## src/rtl/disk_io_pkg.sv

```systemverilog
`default_nettype none
// ============================================================================
// Module      : disk_io_pkg
// Description : Shared definitions for the disk IO arbiter slice: FSM state
//               encoding, source codes, default status-byte count and the
//               meaning of each captured status byte.
// Ports       : none (package)
// Revision    : 1.0 - initial release
// ============================================================================
package disk_io_pkg;

  // FSM state encoding
  localparam logic [2:0] ST_IDLE    = 3'd0;
  localparam logic [2:0] ST_CAPTURE = 3'd1;
  localparam logic [2:0] ST_REQ     = 3'd2;
  localparam logic [2:0] ST_ACK     = 3'd3;
  localparam logic [2:0] ST_HOLD    = 3'd4;

  typedef enum logic [2:0] {
    S_IDLE    = ST_IDLE,
    S_CAPTURE = ST_CAPTURE,
    S_REQ     = ST_REQ,
    S_ACK     = ST_ACK,
    S_HOLD    = ST_HOLD
  } state_t;

  // Request owner codes (also the value presented on io_src)
  localparam logic SRC_FDC  = 1'b0;
  localparam logic SRC_ACSI = 1'b1;

  // Number of status bytes snapshotted per request
  localparam int NUM_STAT_DEFAULT = 5;

  // Status byte layout as seen through status_sel
  localparam logic [2:0] STAT_IDX_CMD    = 3'd0;
  localparam logic [2:0] STAT_IDX_TRACK  = 3'd1;
  localparam logic [2:0] STAT_IDX_SECTOR = 3'd2;
  localparam logic [2:0] STAT_IDX_DATA   = 3'd3;
  localparam logic [2:0] STAT_IDX_DSW    = 3'd4;  // drive/side/wait, bit 0 = io_wait

endpackage : disk_io_pkg
`default_nettype wire

```

## src/rtl/disk_io_arbiter_if.sv

```systemverilog
`default_nettype none
// ============================================================================
// Module      : disk_io_arbiter_if
// Description : Bundle of the floppy, ACSI and IO-controller signals that
//               connect to the disk IO arbiter.
// Modports    : master - arbiter side (drives selects, acks, io_req/src/data)
//               slave  - environment side (sources and IO controller)
// Signals     : fdc_io_wait/fdc_status_byte/fdc_status_sel/fdc_dma_ack,
//               acsi_io_wait/acsi_status_byte/acsi_status_sel/acsi_dma_ack,
//               io_req/io_src/io_rd_idx/io_rd_data/io_ack/io_timeout
// Revision    : 1.0 - initial release
// ============================================================================
interface disk_io_arbiter_if;

  logic       fdc_io_wait;
  logic [7:0] fdc_status_byte;
  logic [2:0] fdc_status_sel;
  logic       fdc_dma_ack;

  logic       acsi_io_wait;
  logic [7:0] acsi_status_byte;
  logic [2:0] acsi_status_sel;
  logic       acsi_dma_ack;

  logic       io_req;
  logic       io_src;
  logic [2:0] io_rd_idx;
  logic [7:0] io_rd_data;
  logic       io_ack;
  logic       io_timeout;

  modport master (
    input  fdc_io_wait, fdc_status_byte, acsi_io_wait, acsi_status_byte,
           io_rd_idx, io_ack,
    output fdc_status_sel, fdc_dma_ack, acsi_status_sel, acsi_dma_ack,
           io_req, io_src, io_rd_data, io_timeout
  );

  modport slave (
    output fdc_io_wait, fdc_status_byte, acsi_io_wait, acsi_status_byte,
           io_rd_idx, io_ack,
    input  fdc_status_sel, fdc_dma_ack, acsi_status_sel, acsi_dma_ack,
           io_req, io_src, io_rd_data, io_timeout
  );

endinterface : disk_io_arbiter_if
`default_nettype wire

```

## src/rtl/disk_io_rr_arb.sv

```systemverilog
`default_nettype none
// ============================================================================
// Module      : disk_io_rr_arb
// Description : Combinational two-way round-robin grant between the floppy
//               and ACSI requesters.
// Ports       : req_fdc_i     - floppy request
//               req_acsi_i    - ACSI request
//               rr_last_i     - source granted last time
//               grant_valid_o - at least one request present
//               grant_src_o   - winning source (SRC_FDC / SRC_ACSI)
// Revision    : 1.0 - initial release
// ============================================================================
module disk_io_rr_arb
  import disk_io_pkg::*;
(
  input  logic req_fdc_i,
  input  logic req_acsi_i,
  input  logic rr_last_i,
  output logic grant_valid_o,
  output logic grant_src_o
);

  always_comb begin
    grant_valid_o = req_fdc_i | req_acsi_i;
    grant_src_o   = SRC_FDC;
    if (req_fdc_i && req_acsi_i) begin
      // Source codes are 0/1, so the loser of the last tie is simply ~rr_last
      grant_src_o = ~rr_last_i;
    end else if (req_acsi_i) begin
      grant_src_o = SRC_ACSI;
    end
  end

endmodule : disk_io_rr_arb
`default_nettype wire

```

## src/rtl/disk_io_arbiter.sv

```systemverilog
`default_nettype none
// ============================================================================
// Module      : disk_io_arbiter
// Description : Shares the IO-controller disk-transfer channel between the
//               floppy and ACSI controllers. Grants round-robin, snapshots
//               the owner's status bytes, raises io_req, and returns the
//               completion as a one-cycle dma_ack pulse to the owner.
// Ports       : clk   - system clock (8 MHz domain)
//               reset - synchronous, active-high reset
//               bus   - disk_io_arbiter_if.master (sources + IO controller)
// Parameters  : TIMEOUT_CYCLES - IO-controller response timeout in clocks
//               NUM_STAT       - status bytes captured per request
// Macro       : DISK_IO_TIMEOUT_EN - enables the REQ response timeout and
//               the sticky io_timeout flag (otherwise io_timeout is 0)
// Revision    : 1.0 - initial release
// ============================================================================
module disk_io_arbiter
  import disk_io_pkg::*;
#(
  parameter logic [31:0] TIMEOUT_CYCLES = 32'd80000000,
  parameter int          NUM_STAT       = NUM_STAT_DEFAULT
) (
  input  logic                      clk,
  input  logic                      reset,
  disk_io_arbiter_if.master         bus
);

  state_t     state_q, state_d;
  logic       io_src_q, io_src_d;
  logic       rr_last_q, rr_last_d;
  logic [2:0] cap_idx_q, cap_idx_d;
  logic [7:0] snap_q [NUM_STAT];

  logic       grant_valid;
  logic       grant_src;
  logic       grant_fire;
  logic       cap_last;
  logic [7:0] cap_byte;
  logic       tmo_expire;

  disk_io_rr_arb u_rr_arb (
    .req_fdc_i     (bus.fdc_io_wait),
    .req_acsi_i    (bus.acsi_io_wait),
    .rr_last_i     (rr_last_q),
    .grant_valid_o (grant_valid),
    .grant_src_o   (grant_src)
  );

  assign grant_fire = (state_q == S_IDLE) && grant_valid;
  assign cap_last   = (cap_idx_q == 3'(NUM_STAT - 1));
  assign cap_byte   = (io_src_q == SRC_ACSI) ? bus.acsi_status_byte
                                             : bus.fdc_status_byte;

`ifdef DISK_IO_TIMEOUT_EN
  logic [31:0] tmo_cnt_q, tmo_cnt_d;
  logic        io_timeout_q;

  // Counter is zero on the first REQ cycle, so expiry on the value
  // TIMEOUT_CYCLES-1 leaves REQ after exactly TIMEOUT_CYCLES cycles.
  assign tmo_expire = (state_q == S_REQ) && (tmo_cnt_q == TIMEOUT_CYCLES - 32'd1);

  always_comb begin
    tmo_cnt_d = '0;
    if (state_q == S_REQ) begin
      tmo_cnt_d = (tmo_cnt_q == 32'hFFFF_FFFF) ? tmo_cnt_q : tmo_cnt_q + 32'd1;
    end
  end

  always_ff @(posedge clk) begin
    if (reset) begin
      tmo_cnt_q    <= '0;
      io_timeout_q <= 1'b0;
    end else begin
      tmo_cnt_q <= tmo_cnt_d;
      if (grant_fire) begin
        io_timeout_q <= 1'b0;
      end else if (tmo_expire && !bus.io_ack) begin
        // A simultaneous io_ack wins: the transfer did complete
        io_timeout_q <= 1'b1;
      end
    end
  end

  assign bus.io_timeout = io_timeout_q;
`else
  logic unused_tmo_cfg;
  assign unused_tmo_cfg = ^TIMEOUT_CYCLES;
  assign tmo_expire     = 1'b0;
  assign bus.io_timeout = 1'b0;
`endif

  // Next-state logic
  always_comb begin
    state_d   = state_q;
    io_src_d  = io_src_q;
    rr_last_d = rr_last_q;
    cap_idx_d = cap_idx_q;
    case (state_q)
      S_IDLE: begin
        if (grant_valid) begin
          io_src_d  = grant_src;
          rr_last_d = grant_src;
          cap_idx_d = '0;
          state_d   = S_CAPTURE;
        end
      end
      S_CAPTURE: begin
        if (cap_last) begin
          state_d = S_REQ;
        end else begin
          cap_idx_d = cap_idx_q + 3'd1;
        end
      end
      S_REQ: begin
        if (bus.io_ack || tmo_expire) begin
          state_d = S_ACK;
        end
      end
      S_ACK:   state_d = S_HOLD;
      S_HOLD:  state_d = S_IDLE;
      default: state_d = S_IDLE;
    endcase
  end

  always_ff @(posedge clk) begin
    if (reset) begin
      state_q   <= S_IDLE;
      io_src_q  <= SRC_FDC;
      rr_last_q <= SRC_ACSI;  // floppy wins the first tie
      cap_idx_q <= '0;
    end else begin
      state_q   <= state_d;
      io_src_q  <= io_src_d;
      rr_last_q <= rr_last_d;
      cap_idx_q <= cap_idx_d;
    end
  end

  // Snapshot buffer: written only while capturing, holds afterwards
  always_ff @(posedge clk) begin
    if (reset) begin
      for (int i = 0; i < NUM_STAT; i++) begin
        snap_q[i] <= 8'h00;
      end
    end else if (state_q == S_CAPTURE) begin
      snap_q[cap_idx_q] <= cap_byte;
    end
  end

  // Outputs
  always_comb begin
    bus.io_req          = (state_q == S_REQ);
    bus.io_src          = io_src_q;
    bus.fdc_dma_ack     = (state_q == S_ACK) && (io_src_q == SRC_FDC);
    bus.acsi_dma_ack    = (state_q == S_ACK) && (io_src_q == SRC_ACSI);
    bus.fdc_status_sel  = 3'd0;
    bus.acsi_status_sel = 3'd0;
    if (state_q == S_CAPTURE) begin
      if (io_src_q == SRC_ACSI) begin
        bus.acsi_status_sel = cap_idx_q;
      end else begin
        bus.fdc_status_sel = cap_idx_q;
      end
    end
    bus.io_rd_data = 8'h00;
    if (32'(bus.io_rd_idx) < NUM_STAT) begin
      bus.io_rd_data = snap_q[bus.io_rd_idx];
    end
  end

endmodule : disk_io_arbiter
`default_nettype wire

```

## src/flat_wrapper.sv

```systemverilog
// flat-port wrapper written by rule: the top's interface ports become plain ports
module disk_io_arbiter_flat import disk_io_pkg::*;
#(
  parameter logic [31:0] TIMEOUT_CYCLES = 32'd80000000,
  parameter int          NUM_STAT       = NUM_STAT_DEFAULT
)
  (clk, reset, bus_fdc_io_wait, bus_fdc_status_byte, bus_acsi_io_wait, bus_acsi_status_byte, bus_io_rd_idx, bus_io_ack, bus_fdc_status_sel, bus_fdc_dma_ack, bus_acsi_status_sel, bus_acsi_dma_ack, bus_io_req, bus_io_src, bus_io_rd_data, bus_io_timeout);
  disk_io_arbiter_if bus_i ();
  input  logic clk;
  input  logic reset;
  input wire logic [$bits(bus_i.fdc_io_wait)-1:0] bus_fdc_io_wait;
  input wire logic [$bits(bus_i.fdc_status_byte)-1:0] bus_fdc_status_byte;
  input wire logic [$bits(bus_i.acsi_io_wait)-1:0] bus_acsi_io_wait;
  input wire logic [$bits(bus_i.acsi_status_byte)-1:0] bus_acsi_status_byte;
  input wire logic [$bits(bus_i.io_rd_idx)-1:0] bus_io_rd_idx;
  input wire logic [$bits(bus_i.io_ack)-1:0] bus_io_ack;
  output wire logic [$bits(bus_i.fdc_status_sel)-1:0] bus_fdc_status_sel;
  output wire logic [$bits(bus_i.fdc_dma_ack)-1:0] bus_fdc_dma_ack;
  output wire logic [$bits(bus_i.acsi_status_sel)-1:0] bus_acsi_status_sel;
  output wire logic [$bits(bus_i.acsi_dma_ack)-1:0] bus_acsi_dma_ack;
  output wire logic [$bits(bus_i.io_req)-1:0] bus_io_req;
  output wire logic [$bits(bus_i.io_src)-1:0] bus_io_src;
  output wire logic [$bits(bus_i.io_rd_data)-1:0] bus_io_rd_data;
  output wire logic [$bits(bus_i.io_timeout)-1:0] bus_io_timeout;
  assign bus_i.fdc_io_wait = bus_fdc_io_wait;
  assign bus_i.fdc_status_byte = bus_fdc_status_byte;
  assign bus_i.acsi_io_wait = bus_acsi_io_wait;
  assign bus_i.acsi_status_byte = bus_acsi_status_byte;
  assign bus_i.io_rd_idx = bus_io_rd_idx;
  assign bus_i.io_ack = bus_io_ack;
  assign bus_fdc_status_sel = bus_i.fdc_status_sel;
  assign bus_fdc_dma_ack = bus_i.fdc_dma_ack;
  assign bus_acsi_status_sel = bus_i.acsi_status_sel;
  assign bus_acsi_dma_ack = bus_i.acsi_dma_ack;
  assign bus_io_req = bus_i.io_req;
  assign bus_io_src = bus_i.io_src;
  assign bus_io_rd_data = bus_i.io_rd_data;
  assign bus_io_timeout = bus_i.io_timeout;
  disk_io_arbiter #(.TIMEOUT_CYCLES(TIMEOUT_CYCLES), .NUM_STAT(NUM_STAT)) u_core (.clk(clk), .reset(reset), .bus(bus_i));
endmodule
```

## config.mk

```make
export PLATFORM = sky130hd
export DESIGN_NAME = disk_io_arbiter_flat
export DESIGN_NICKNAME = d
export VERILOG_FILES = /design/src/rtl/disk_io_pkg.sv /design/src/rtl/disk_io_arbiter_if.sv /design/src/rtl/disk_io_rr_arb.sv /design/src/rtl/disk_io_arbiter.sv /design/src/flat_wrapper.sv
export SDC_FILE = /design/constraint.sdc
export NUM_CORES = 1
export LEC_CHECK = 0
export BUFFER_PORTS_ARGS = -buffer_cell sky130_fd_sc_hd__buf_2
export CAP_MARGIN = 5
export CELL_PAD_IN_SITES_DETAIL_PLACEMENT = 0
export CELL_PAD_IN_SITES_GLOBAL_PLACEMENT = 2
export CORE_MARGIN = 3
export CORE_UTILIZATION = 35
export CTS_CLUSTER_SIZE = 16
export DETAILED_ROUTE_END_ITERATION = 12
export PLACE_DENSITY_LB_ADDON = 0.25
export SLEW_MARGIN = 30
export SYNTH_ARGS = -nofsm -noshare
export SYNTH_HDL_FRONTEND = slang
export SYNTH_HIERARCHICAL = 1
export SYNTH_SLANG_ARGS = --single-unit
```

## constraint.sdc

```tcl
create_clock -name clk -period 2.6 [get_ports clk]
set_input_delay 0.52 -clock clk [delete_from_list [all_inputs] [get_ports clk]]
set_output_delay 0.52 -clock clk [all_outputs]
set_load 0.1 [all_outputs]
```

==> flow_metrics.env, run 1 <==
export IMPL_timing_worst_slew_pin_value_ns=0.518
export IMPL_worstSetupStartpointType="register"
export IMPL_cts_hold_buffers_added=0
export IMPL_grt_overflow_total=0
export IMPL_vias_in_the_first_global_route=1678
export IMPL_timing_fmax_mhz=435
export IMPL_p_int_mw=1.19
export IMPL_core_area_um2=6910
export IMPL_antennaDiodeCount=0
export IMPL_design_die_area_um2=8260
export IMPL_power_share_clock_pct=24.4
export IMPL_timing_setup_critical_path_class="reg -> out"
export IMPL_synth_area_per_cell_um2=11.0
export IMPL_max_slew_margin_pct=65.4
export IMPL_num_nets_final=295
export IMPL_grt_usage_pct=14.0
export IMPL_drt_drc_violations_left=0
export IMPL_sw_frac_of_total_pct=30.1
export IMPL_num_vias=1783
export IMPL_grt_setup_unrepaired="no"
export IMPL_timing_final_ws_setup_ns=0.300
export IMPL_cts_htree_levels=2
export IMPL_post_cts_setup_buffer_count=0
export IMPL_cts_root_buf="sky130_fd_sc_hd__clkbuf_8"
export IMPL_crit_path_end_kind="output port"
export IMPL_whs_ns=0.505
export IMPL_drtIter0Drc=57
export IMPL_yosysSeqAreaShare_pct=54.0
export IMPL_total_placed_cells_including_tap_cells=358
export IMPL_vdd_ir_drop_max_uv=211
export IMPL_final_cell_count_no_fill=366
export IMPL_top_signal_layer_used="met4"
export IMPL_drt_pass_1_iters=4
export IMPL_drive_gt1_share_pct=29.6
export IMPL_grt_antenna_before_repair=0
export IMPL_cap_violations=0
export IMPL_routed_length_on_met3_um=142
export IMPL_vias_per_cell=4.87
export IMPL_wl_met2_um=3030
export IMPL_combinationalPowerShare_pct=21.5
export IMPL_fp_row_count=30
export IMPL_crit_path_cell_trace="nor3b_2, and3_1, buf_2"
export IMPL_initial_utilization_pct=36.5
export IMPL_cts_sink_count=48
export IMPL_synth_seq_cells=48
export IMPL_power_leakage_nw=1.15
export IMPL_arrival_ns=1.78
export IMPL_dominantRegCellSynth="sky130_fd_sc_hd__edfxtp_1"
export IMPL_die_height_um=90.9
export IMPL_final_cell_area_um2=2990
export IMPL_setup_slack_at_placement_ns=0.313
export IMPL_cpMaxStageDelayCell="sky130_fd_sc_hd__dfxtp_2"
export IMPL_layout_worst_path_cycle_share_pct=88.5
export IMPL_route_antenna_remaining_nets=0
export IMPL_power_switching_mw=0.512
export IMPL_m1WireLength_um=2300
export IMPL_layout_area_overhead_vs_synth_pct=18.5
export IMPL_setup_viol_count_final=0
export IMPL_n_fill_cell=703
export IMPL_max_slew_vio_count=0
export IMPL_netlist_area_um2=2520
export IMPL_fp_dieW_um=90.9
export IMPL_grt_max_degree=25
export IMPL_clock_latency_reported_for_the_late_side_of_the_worst_skew_pair_ns=0.29
export IMPL_synth_yosys_warnings=6
export IMPL_sequential_fraction_of_design_power_pct=54.1
export IMPL_io_pin_count=43
export IMPL_detailed_place_hpwl_um=4080
export IMPL_worst_setup_hold_path_clk_slew_ns=0.08
export IMPL_gp_congestion=0.777
export IMPL_synth_cell_type_count=43
export IMPL_outcome="finished clean"
export IMPL_synthCells=230
export IMPL_total_wire_length_after_detailed_routing_um=5540
export IMPL_wire_length_of_the_first_global_routing_pass_um=8960
export IMPL_placement_cell_area_um2=2910
export IMPL_power_density_nw_per_um2=569
export IMPL_report_power_total_mw=1.70
export IMPL_netlist_area_leader_share_pct=47.6
export IMPL_final_min_clock_period_ns=2.30
export IMPL_syn_num_nets=256
export IMPL_fin_worst_skew_ns=0.00261
export IMPL_critical_path_max_stage_delay_ns=0.49
export IMPL_synthDominantAreaCellType="sky130_fd_sc_hd__edfxtp_1"
export IMPL_number_of_cts_inserted_buffers=5
export IMPL_worst_endpoint_required_ns=2.08
export IMPL_maximum_fanout_along_the_worst_path=16
export IMPL_report_final_hold_viol_count=0
export IMPL_io_buffers=41
export IMPL_yosys_top_cells_area="sky130_fd_sc_hd__edfxtp_1 48%, sky130_fd_sc_hd__mux2i_1 6.7%, sky130_fd_sc_hd__dfxtp_1 6.3%, sky130_fd_sc_hd__nor2_1 5.8%, sky130_fd_sc_hd__o21ai_0 4.0%"
export IMPL_cts_path_max_buffers=2
export IMPL_regToRegSetupSlack_ns=0.72
export IMPL_cts_tree="built"
export IMPL_route_detailed_wl_per_inst_um=15.1
export IMPL_hold_class="reg -> reg"
export IMPL_async_reset_ff_share_pct=0
export IMPL_synth_enable_flop_cells=40
==> worst max-delay path, delay by kind of cell (launching register included) <==
kind,cells,cell delay [ns]
buf+inv,1,0.42
simple gates,2,0.57
flops,1,0.49
==> metal layers <==
layer | vias up | GRT usage [%]
li1 | 900 | -
met3 | 4 | 3.25
met1 | 853 | 16.5
met2 | 26 | 25.3
met4 | 0 | 4.15
met5 | - | 0
==> through the flow <==
step	setup TNS [ns]	utilization (%)
global placement	0	42.1
global route	0	43.3
floorplan	-0.226	-
finish	0	43.3
detailed placement	0	42.1
CTS	0	43.3
==> flip-flops by register name, indices dropped and copies added, names as in the netlist <==
signal and count:
u_core/bus.io_src 1, u_core/cap_idx_q 3, u_core/rr_last_q 1, u_core/snap_q 40
u_core/state_q 3
==> cells in the mapped netlist (2+ instances only) <==
| cell | instances |
|---|---|
| sky130_fd_sc_hd__mux2i_1 | 17 |
| sky130_fd_sc_hd__dfxtp_1 | 8 |
| sky130_fd_sc_hd__buf_2 | 7 |
| sky130_fd_sc_hd__o21ai_0 | 20 |
| sky130_fd_sc_hd__o21a_1 | 8 |
| sky130_fd_sc_hd__nand2b_1 | 3 |
| sky130_fd_sc_hd__buf_4 | 3 |
| sky130_fd_sc_hd__mux2_2 | 8 |
| sky130_fd_sc_hd__nor2b_1 | 8 |
| sky130_fd_sc_hd__nand2_1 | 12 |
| sky130_fd_sc_hd__clkbuf_1 | 4 |
| sky130_fd_sc_hd__nand3b_1 | 8 |
| sky130_fd_sc_hd__a21oi_1 | 3 |
| sky130_fd_sc_hd__o31ai_1 | 2 |
| sky130_fd_sc_hd__and3_1 | 3 |
| sky130_fd_sc_hd__edfxtp_1 | 40 |
| sky130_fd_sc_hd__nand3_2 | 2 |
| sky130_fd_sc_hd__ha_1 | 2 |
| sky130_fd_sc_hd__nand4_1 | 2 |
| sky130_fd_sc_hd__nor3_1 | 4 |
| sky130_fd_sc_hd__nand4b_1 | 2 |
| sky130_fd_sc_hd__inv_1 | 4 |
| sky130_fd_sc_hd__nand3_1 | 2 |
| sky130_fd_sc_hd__nor2_1 | 39 |
==> cell type report <==
class / count / area [µm²] / share of cell area (%)
clock buffer: 7 / 76.3 / 2.55
clock inverter: 1 / 3.75 / 0.126
inverter: 4 / 15.0 / 0.502
multi-input combinational: 164 / 1110 / 37.0
sequential: 48 / 1360 / 45.6
tap: 96 / 120 / 4.02
timing repair buffer: 46 / 303 / 10.1
==> power by group through the flow <==
stage                     registers (mW)  clock network, mW  logic [mW]
after floorplan                    0.928                  0       0.278
after global placement             0.940                  0       0.369
after detailed placement           0.940                  0       0.371
after CTS                          0.922              0.430       0.372
after global routing               0.930              0.457       0.394
final                              0.921              0.415       0.366
==> cell families after synthesis <==
group	count (synthesis)	synth area share, %
buffers and inverters	18	3.47
adders and majority gates	2	0.992
muxes	25	10.3
AOI/OAI and AO/OA	39	9.43
and+or+nand+nor	97	21.7
other	1	0.149
DFF	48	54.0
==> final timing paths <==
kind,from,end,depth (start not counted)
worst max register to register,u_core/state_q[2],u_core/snap_q[1][4],3
worst max-delay path,u_core/state_q[0],bus_acsi_status_sel[2],3
worst min-delay path,u_core/rr_last_q,u_core/rr_last_q,2
worst min register to register,u_core/rr_last_q,u_core/rr_last_q,2
==> cell usage in the layout (no fill, tap or decap), types with 8 or more instances in the layout <==
master                     instances
sky130_fd_sc_hd__buf_2            37
sky130_fd_sc_hd__mux2i_1          17
sky130_fd_sc_hd__nor2_1           38
sky130_fd_sc_hd__nor2b_1           8
sky130_fd_sc_hd__o21a_1            8
sky130_fd_sc_hd__nand2_1          12
sky130_fd_sc_hd__nand3b_1          8
sky130_fd_sc_hd__mux2_2            8
sky130_fd_sc_hd__o21ai_0          20
sky130_fd_sc_hd__edfxtp_1         40
==> repair_timing <==
| action | in CTS | in global routing |
|---|---|---|
| setup endpoints to repair | 0 | 2 |
| endpoints found under the hold margin | 0 | 0 |
| resized for setup | 0 | 1 |
Power figures use the tool's default switching activity.
==> inputs of run 2 (changes only) <==
--- a/config.mk
+++ b/config.mk
@@ -6,7 +6,7 @@
 export NUM_CORES = 1
 export LEC_CHECK = 0
 export BUFFER_PORTS_ARGS = -buffer_cell sky130_fd_sc_hd__buf_2
-export CAP_MARGIN = 5
+export CAP_MARGIN = 30
 export CELL_PAD_IN_SITES_DETAIL_PLACEMENT = 0
 export CELL_PAD_IN_SITES_GLOBAL_PLACEMENT = 2
 export CORE_MARGIN = 3
@@ -14,6 +14,7 @@
 export CTS_CLUSTER_SIZE = 16
 export DETAILED_ROUTE_END_ITERATION = 12
 export PLACE_DENSITY_LB_ADDON = 0.25
+export RECOVER_POWER = 50
 export SLEW_MARGIN = 30
 export SYNTH_ARGS = -nofsm -noshare
 export SYNTH_HDL_FRONTEND = slang
==> constraint.sdc (replaced) <==
create_clock -name clk -period 2.6 [get_ports clk]
set_input_delay 0.52 -clock clk [delete_from_list [all_inputs] [get_ports clk]]
set_output_delay 0.52 -clock clk [all_outputs]
set_load 0.005 [all_outputs]
==> run 2 against run 1 <==
  * Global-route usage shrank 0.53 points
  * Routed wire length shrank 2.2%
  * Critical path depth grew 2
  * Combinational power shrank 37%
  * Critical endpoint is now bus_io_rd_data[4]
==> flow_metrics.env, run 2 (synthesis results as in run 1) <==
export IMPL_n_fill_cell=700
export IMPL_outcome="finished clean"
export IMPL_critical_path_max_stage_delay_ns=0.38
export IMPL_max_slew_margin_pct=62.4
export IMPL_cts_sink_count=48
export IMPL_maximum_fanout_along_the_worst_path=24
export IMPL_detailed_place_hpwl_um=4060
export IMPL_initial_utilization_pct=36.5
export IMPL_grt_antenna_before_repair=0
export IMPL_fp_row_count=30
export IMPL_post_cts_setup_buffer_count=0
export IMPL_tns_ns=0
export IMPL_worstSetupStartpointType="input port"
export IMPL_timing_fmax_mhz=469
export IMPL_cap_violations=0
export IMPL_power_density_nw_per_um2=552
export IMPL_arrival_ns=1.61
export IMPL_io_pin_count=43
export IMPL_reg_top3="u_core/snap_q: 40 flops, u_core/cap_idx_q: 3 flops, u_core/state_q: 3 flops"
export IMPL_grt_max_degree=25
export IMPL_postCtsResizedCells=0
export IMPL_report_final_hold_viol_count=0
export IMPL_num_vias=1766
export IMPL_wire_length_of_the_first_global_routing_pass_um=8740
export IMPL_final_cell_area_um2=2890
export IMPL_placement_cell_area_um2=2810
export IMPL_io_buffers=41
export IMPL_vias_per_cell=4.84
export IMPL_cts_tree="built"
export IMPL_fin_worst_skew_ns=0.0167
export IMPL_drtIter0Drc=73
export IMPL_route_detailed_wl_per_inst_um=14.8
export IMPL_die_height_um=90.9
export IMPL_vdd_ir_drop_max_uv=200
export IMPL_grt_usage_pct=13.5
export IMPL_cpMaxStageDelayCell="sky130_fd_sc_hd__buf_2"
export IMPL_registers_top_by_ff_count="u_core/snap_q"
export IMPL_p_int_mw=1.17
export IMPL_m1WireLength_um=2090
export IMPL_grt_setup_unrepaired="no"
export IMPL_layout_cells_most_common="sky130_fd_sc_hd__buf_2"
export IMPL_largest_register_ffs=40
export IMPL_drt_drc_violations_left=0
export IMPL_route_antenna_remaining_nets=0
export IMPL_grt_overflow_total=0
export IMPL_design_die_area_um2=8260
export IMPL_drive_gt1_share_pct=24.9
export IMPL_clock_latency_reported_for_the_late_side_of_the_worst_skew_pair_ns=0.30
export IMPL_mostFrequentLayoutCells="41 x sky130_fd_sc_hd__buf_2, 40 x sky130_fd_sc_hd__edfxtp_1, 39 x sky130_fd_sc_hd__nor2_1, 20 x sky130_fd_sc_hd__o21ai_0, 17 x sky130_fd_sc_hd__mux2i_1"
export IMPL_max_slew_vio_count=0
export IMPL_combinationalPowerShare_pct=14.4
export IMPL_wl_met2_um=3060
export IMPL_antennaDiodeCount=0
export IMPL_core_area_um2=6910
export IMPL_power_share_clock_pct=28.0
export IMPL_fp_dieW_um=90.9
export IMPL_timing_setup_critical_path_class="in -> out"
export IMPL_total_wire_length_after_detailed_routing_um=5420
export IMPL_multi_input_area_um2=1060
export IMPL_crit_path_cell_trace="buf_2, mux2i_1, o21ai_0, o21a_1, buf_2"
export IMPL_drt_pass_1_iters=5
export IMPL_sw_frac_of_total_pct=26.4
export IMPL_final_min_clock_period_ns=2.13
export IMPL_path_common_cell="sky130_fd_sc_hd__buf_2"
export IMPL_layout_worst_path_cycle_share_pct=81.9
export IMPL_num_nets_final=294
export IMPL_cts_path_max_buffers=2
export IMPL_gp_congestion=0.767
export IMPL_worst_endpoint_required_ns=2.08
export IMPL_crit_path_end_kind="output port"
export IMPL_number_of_cts_inserted_buffers=5
export IMPL_cts_htree_levels=2
export IMPL_routed_length_on_met3_um=195
export IMPL_hold_class="reg -> reg"
export IMPL_vias_in_the_first_global_route=1778
export IMPL_worst_setup_hold_path_clk_slew_ns=0.10
export IMPL_ff_latch_area_um2=1360
export IMPL_setup_viol_count_final=0
export IMPL_power_leakage_nw=1.11
export IMPL_cts_root_buf="sky130_fd_sc_hd__clkbuf_8"
export IMPL_layout_area_overhead_vs_synth_pct=14.4
export IMPL_power_switching_mw=0.420
export IMPL_top_signal_layer_used="met4"
export IMPL_sequential_fraction_of_design_power_pct=57.7
export IMPL_cts_hold_buffers_added=0
export IMPL_timing_worst_slew_pin_value_ns=0.563
[run 2: changes by cell type in the layout (fill, tap and decap cells not counted), sizes merged]
cell,delta
clkbuf,-2
buf,-1
clkinvlp,+1
inv,+1
[run 2: stage by stage]
stage	util, %	hold slack, ns	cells	total power [mW]	setup WS, ns
floorplan	-	0.465	230	1.09	0.702
global placement	40.6	0.493	357	1.17	0.476
detailed placement	40.6	0.495	357	1.17	0.466
CTS	41.9	0.503	365	1.62	0.461
global route	41.8	0.518	365	1.67	0.357
finish	41.8	0.504	365	1.59	0.470
[run 2: power by group through the flow]
stage	Combinational (mW)	Sequential [mW]	Clock [mW]
after global placement	0.236	0.937	0
after detailed placement	0.237	0.937	0
after global routing	0.257	0.926	0.489
after CTS	0.237	0.919	0.460
final	0.229	0.918	0.446
after floorplan	0.170	0.919	0
[run 2: per-layer routing]
metal  GRT usage (%)  vias up
met1            14.1      832
li1                -      895
met2            26.0       35
met5               0        -
met4            4.77        0
met3            3.08        4
[run 2: path summary, 6_finish.rpt]
kind | start | to | slack (ns) | depth (start not counted)
worst max-delay path | bus_io_rd_idx[2] | bus_io_rd_data[4] | 0.47 | 5
worst min-delay path | u_core/rr_last_q | u_core/rr_last_q | 0.50 | 2
worst max register to register | u_core/state_q[2] | u_core/snap_q[1][1] | 0.67 | 3
worst min register to register | u_core/rr_last_q | u_core/rr_last_q | 0.50 | 2
[run 2: layout make-up]
type                       count  share of cell area [%]
clock inverter                 3                   0.737
inverter                       4                   0.520
multi-input combinational    164                    36.9
timing repair buffer          45                    8.15
tap                           96                    4.16
clock buffer                   5                    2.38
sequential                    48                    47.2
[run 2: critical path: cells and delay by family]
kind	cells	cell delay, ns
compound gates	2	0.32
buf+inv	2	0.50
mux	1	0.27
==> inputs of run 3 (changes only) <==
--- a/config.mk
+++ b/config.mk
@@ -5,12 +5,13 @@
 export SDC_FILE = /design/constraint.sdc
 export NUM_CORES = 1
 export LEC_CHECK = 0
+export ABC_AREA = 1
 export BUFFER_PORTS_ARGS = -buffer_cell sky130_fd_sc_hd__buf_2
 export CAP_MARGIN = 30
 export CELL_PAD_IN_SITES_DETAIL_PLACEMENT = 0
 export CELL_PAD_IN_SITES_GLOBAL_PLACEMENT = 2
 export CORE_MARGIN = 3
-export CORE_UTILIZATION = 35
+export CORE_UTILIZATION = 29
 export CTS_CLUSTER_SIZE = 16
 export DETAILED_ROUTE_END_ITERATION = 12
 export PLACE_DENSITY_LB_ADDON = 0.25
==> constraint.sdc (replaced) <==
create_clock -name clk -period 1.7 [get_ports clk]
set_input_delay 0.34 -clock clk [delete_from_list [all_inputs] [get_ports clk]]
set_output_delay 0.34 -clock clk [all_outputs]
set_load 0.005 [all_outputs]
==> run 3 against run 2 <==
  * Die area grew 14%
  * Synthesized cell count grew 17%
  * Sequential cell count is the same
  * Critical path type is now reg -> out
  * Highest routed layer unchanged
  * First-iteration DRC count is the same
==> flow_metrics.env, run 3 <==
export IMPL_layout_cells_most_common="sky130_fd_sc_hd__nand2_1"
export IMPL_cts_hold_buffers_added=0
export IMPL_n_fill_cell=833
export IMPL_crit_path_end_kind="output port"
export IMPL_synth_area_per_cell_um2=8.94
export IMPL_grt_max_degree=15
export IMPL_m1WireLength_um=2810
export IMPL_dominantRegCellSynth="sky130_fd_sc_hd__edfxtp_1"
export IMPL_fp_row_count=32
export IMPL_vdd_ir_drop_max_uv=406
export IMPL_initial_utilization_pct=30.5
export IMPL_routed_length_on_met3_um=220
export IMPL_detailed_place_hpwl_um=4610
export IMPL_drt_drc_violations_left=0
export IMPL_yosys_top_cells_area="sky130_fd_sc_hd__edfxtp_1 50%, sky130_fd_sc_hd__nand2_1 9.5%, sky130_fd_sc_hd__nor2_1 8.9%, sky130_fd_sc_hd__dfxtp_1 6.7%, sky130_fd_sc_hd__nand3_1 6.5%"
export IMPL_vias_in_the_first_global_route=1988
export IMPL_num_vias=1967
export IMPL_reg2reg_depth=8
export IMPL_grt_usage_pct=13.6
export IMPL_timing_rr_end="u_core/snap_q[4][4]"
export IMPL_cts_htree_levels=2
export IMPL_synthCells=269
export IMPL_layout_worst_path_cycle_share_pct=92.0
export IMPL_fp_dieW_um=97.0
export IMPL_post_route_util_pct=37.4
export IMPL_grt_antenna_before_repair=0
export IMPL_timing_fmax_mhz=639
export IMPL_synth_yosys_warnings=6
export IMPL_core_area_um2=7890
export IMPL_tns_ns=0
export IMPL_final_cell_area_um2=2950
export IMPL_max_slew_vio_count=0
export IMPL_io_buffers=41
export IMPL_worst_hold_path_endpoint="u_core/bus.io_src"
export IMPL_crit_reg2reg_launch="u_core/state_q[0]"
export IMPL_cts_sink_count=48
export IMPL_worst_setup_hold_path_clk_slew_ns=0.08
export IMPL_hold_path_startpoint="reset"
export IMPL_grt_setup_unrepaired="no"
export IMPL_die_height_um=97.0
export IMPL_num_nets_final=358
export IMPL_clock_latency_reported_for_the_late_side_of_the_worst_skew_pair_ns=0.29
export IMPL_drtIter0Drc=73
export IMPL_arrival_ns=1.22
export IMPL_cap_violations=0
export IMPL_reg_top3="u_core/snap_q: 40 flops, u_core/cap_idx_q: 3 flops, u_core/state_q: 3 flops"
export IMPL_grt_overflow_total=0
export IMPL_muxShareOfSynthArea_pct=0
export IMPL_syn_num_nets=295
export IMPL_io_pin_count=43
export IMPL_registers_top_by_ff_count="u_core/snap_q"
export IMPL_synth_enable_flop_cells=40
export IMPL_synth_seq_cells=48
export IMPL_route_detailed_wl_per_inst_um=14.2
export IMPL_async_reset_ff_share_pct=0
export IMPL_mostFrequentLayoutCells="66 x sky130_fd_sc_hd__nand2_1, 58 x sky130_fd_sc_hd__nor2_1, 40 x sky130_fd_sc_hd__edfxtp_1, 38 x sky130_fd_sc_hd__buf_2, 31 x sky130_fd_sc_hd__nand3_1"
export IMPL_whs_path_depth=2
export IMPL_report_power_total_mw=3.05
export IMPL_worstSetupStartpointType="register"
export IMPL_synth_common_cells="61 x sky130_fd_sc_hd__nand2_1, 57 x sky130_fd_sc_hd__nor2_1, 40 x sky130_fd_sc_hd__edfxtp_1, 31 x sky130_fd_sc_hd__nand3_1, 13 x sky130_fd_sc_hd__inv_1"
export IMPL_synth_compound_area_share_pct=4.11
export IMPL_final_min_clock_period_ns=1.56
export IMPL_maximum_fanout_along_the_worst_path=3
export IMPL_yosys_area_share_xor_xnor_pct=0
export IMPL_yosysSeqAreaShare_pct=56.6
export IMPL_gp_congestion=0.800
export IMPL_number_of_cts_inserted_buffers=5
export IMPL_wl_met2_um=2990
export IMPL_cts_tree="built"
export IMPL_arithmetic_cell_share_of_the_synthesized_area_counting_full_adders_half_adders_and_majority_gates_pct=1.04
export IMPL_largest_register_ffs=40
export IMPL_hold_class="in -> reg"
export IMPL_vias_per_cell=4.52
export IMPL_design_die_area_um2=9420
export IMPL_netlist_area_um2=2400
export IMPL_top_signal_layer_used="met4"
export IMPL_route_antenna_remaining_nets=0
export IMPL_regToRegSetupSlack_ns=0.14
export IMPL_drt_pass_1_iters=4
export IMPL_drive_gt1_share_pct=25.2
export IMPL_power_leakage_nw=1.30
export IMPL_fin_worst_skew_ns=0.00294
export IMPL_layout_area_overhead_vs_synth_pct=22.9
export IMPL_dominant_combinational_cell_family_by_area_after_synthesis="simple AND/OR/NAND/NOR gates"
export IMPL_synth_cell_type_count=29
export IMPL_synthDominantAreaCellType="sky130_fd_sc_hd__edfxtp_1"
export IMPL_placement_cell_area_um2=2880
export IMPL_setup_viol_count_final=0
export IMPL_worst_endpoint_required_ns=1.36
export IMPL_netlist_area_leader_share_pct=50.0
export IMPL_cts_path_max_buffers=2
export IMPL_cts_root_buf="sky130_fd_sc_hd__clkbuf_8"
export IMPL_power_density_nw_per_um2=1030
export IMPL_yosys_cell_count_top_type="sky130_fd_sc_hd__nand2_1"
export IMPL_yosys_area_share_simple_pct=33.6
export IMPL_wire_length_of_the_first_global_routing_pass_um=10200
export IMPL_timing_setup_critical_path_class="reg -> out"
export IMPL_antennaDiodeCount=0
export IMPL_report_final_hold_viol_count=0
export IMPL_outcome="finished clean"
export IMPL_total_wire_length_after_detailed_routing_um=6160
[run 3: cell count changes in the layout (fill, tap and decap cells not counted), moves of 8 or more]
cell / delta
sky130_fd_sc_hd__nor2b_1: -8
sky130_fd_sc_hd__nand3_1: +29
sky130_fd_sc_hd__clkbuf_2: +8
sky130_fd_sc_hd__o21ai_0: -18
sky130_fd_sc_hd__mux2i_1: -17
sky130_fd_sc_hd__nor2_1: +19
sky130_fd_sc_hd__inv_1: +8
sky130_fd_sc_hd__nand2_1: +54
[run 3: power by group]
part           switching, mW  internal, mW
logic                  0.573         0.327
registers             0.0761          1.43
clock network          0.360         0.286
total                   1.01          2.04
[run 3: worst max path at each step]
stage | from | slack (ns) | cells after the start | end
6_report | u_core/state_q[0] | 0.14 | 6 | bus_acsi_dma_ack
2_1_floorplan | u_core/cap_idx_q[1] | 0.29 | 4 | u_core/snap_q[2][0]
5_1_grt | u_core/state_q[0] | 0.01 | 9 | u_core/snap_q[1][6]
4_1_cts | u_core/state_q[0] | 0.03 | 7 | bus_fdc_status_sel[0]
3_3_place_gp | bus_io_rd_idx[0] | 0.22 | 7 | bus_io_rd_data[0]
3_5_place_dp | bus_io_rd_idx[0] | 0.23 | 7 | bus_io_rd_data[7]
[run 3: layout make-up]
type / instances / area, µm² / share of cell area (%)
inverter: 16 / 60.1 / 2.03
tap: 102 / 128 / 4.32
multi-input combinational: 198 / 922 / 31.2
clock buffer: 6 / 72.6 / 2.46
timing repair buffer: 63 / 397 / 13.4
clock inverter: 2 / 11.3 / 0.381
sequential: 48 / 1360 / 46.1
[run 3: worst max-delay path, cell delays in order, from the launching register on]
cell                      delay [ns]
sky130_fd_sc_hd__dfxtp_2        0.34
sky130_fd_sc_hd__inv_2          0.04
sky130_fd_sc_hd__nor2_4         0.12
sky130_fd_sc_hd__buf_4          0.13
sky130_fd_sc_hd__nand2_1        0.09
sky130_fd_sc_hd__nor2_1         0.10
sky130_fd_sc_hd__buf_2          0.12
[run 3: through the flow]
step	worst slack, ns	cells	hold slack, ns
floorplan	0.292	269	0.409
global placement	0.222	422	0.460
detailed placement	0.232	422	0.456
CTS	0.0322	434	0.284
global route	0.0100	435	0.305
finish	0.136	435	0.293
[run 3: cells by family after synthesis]
kind of cell / after synthesis
and+or+nand+nor: 180
adders and majority gates: 2
AOI/OAI and AO/OA: 14
DFF: 48
buffers and inverters: 24
other: 1
[run 3: repair_timing]
action | CTS | global route
pin swaps | 2 | 1
cloned | 1 | 0
gates resized for setup | 1 | 1
buffers inserted | 3 | 1
endpoints found under the setup margin | 2 | 4
[run 3: layer usage]
metal | vias up | global-route usage (%)
li1 | 1015 | -
met1 | 903 | 17.2
met2 | 38 | 23.6
met3 | 11 | 2.31
met4 | 0 | 4.64
met5 | - | 0
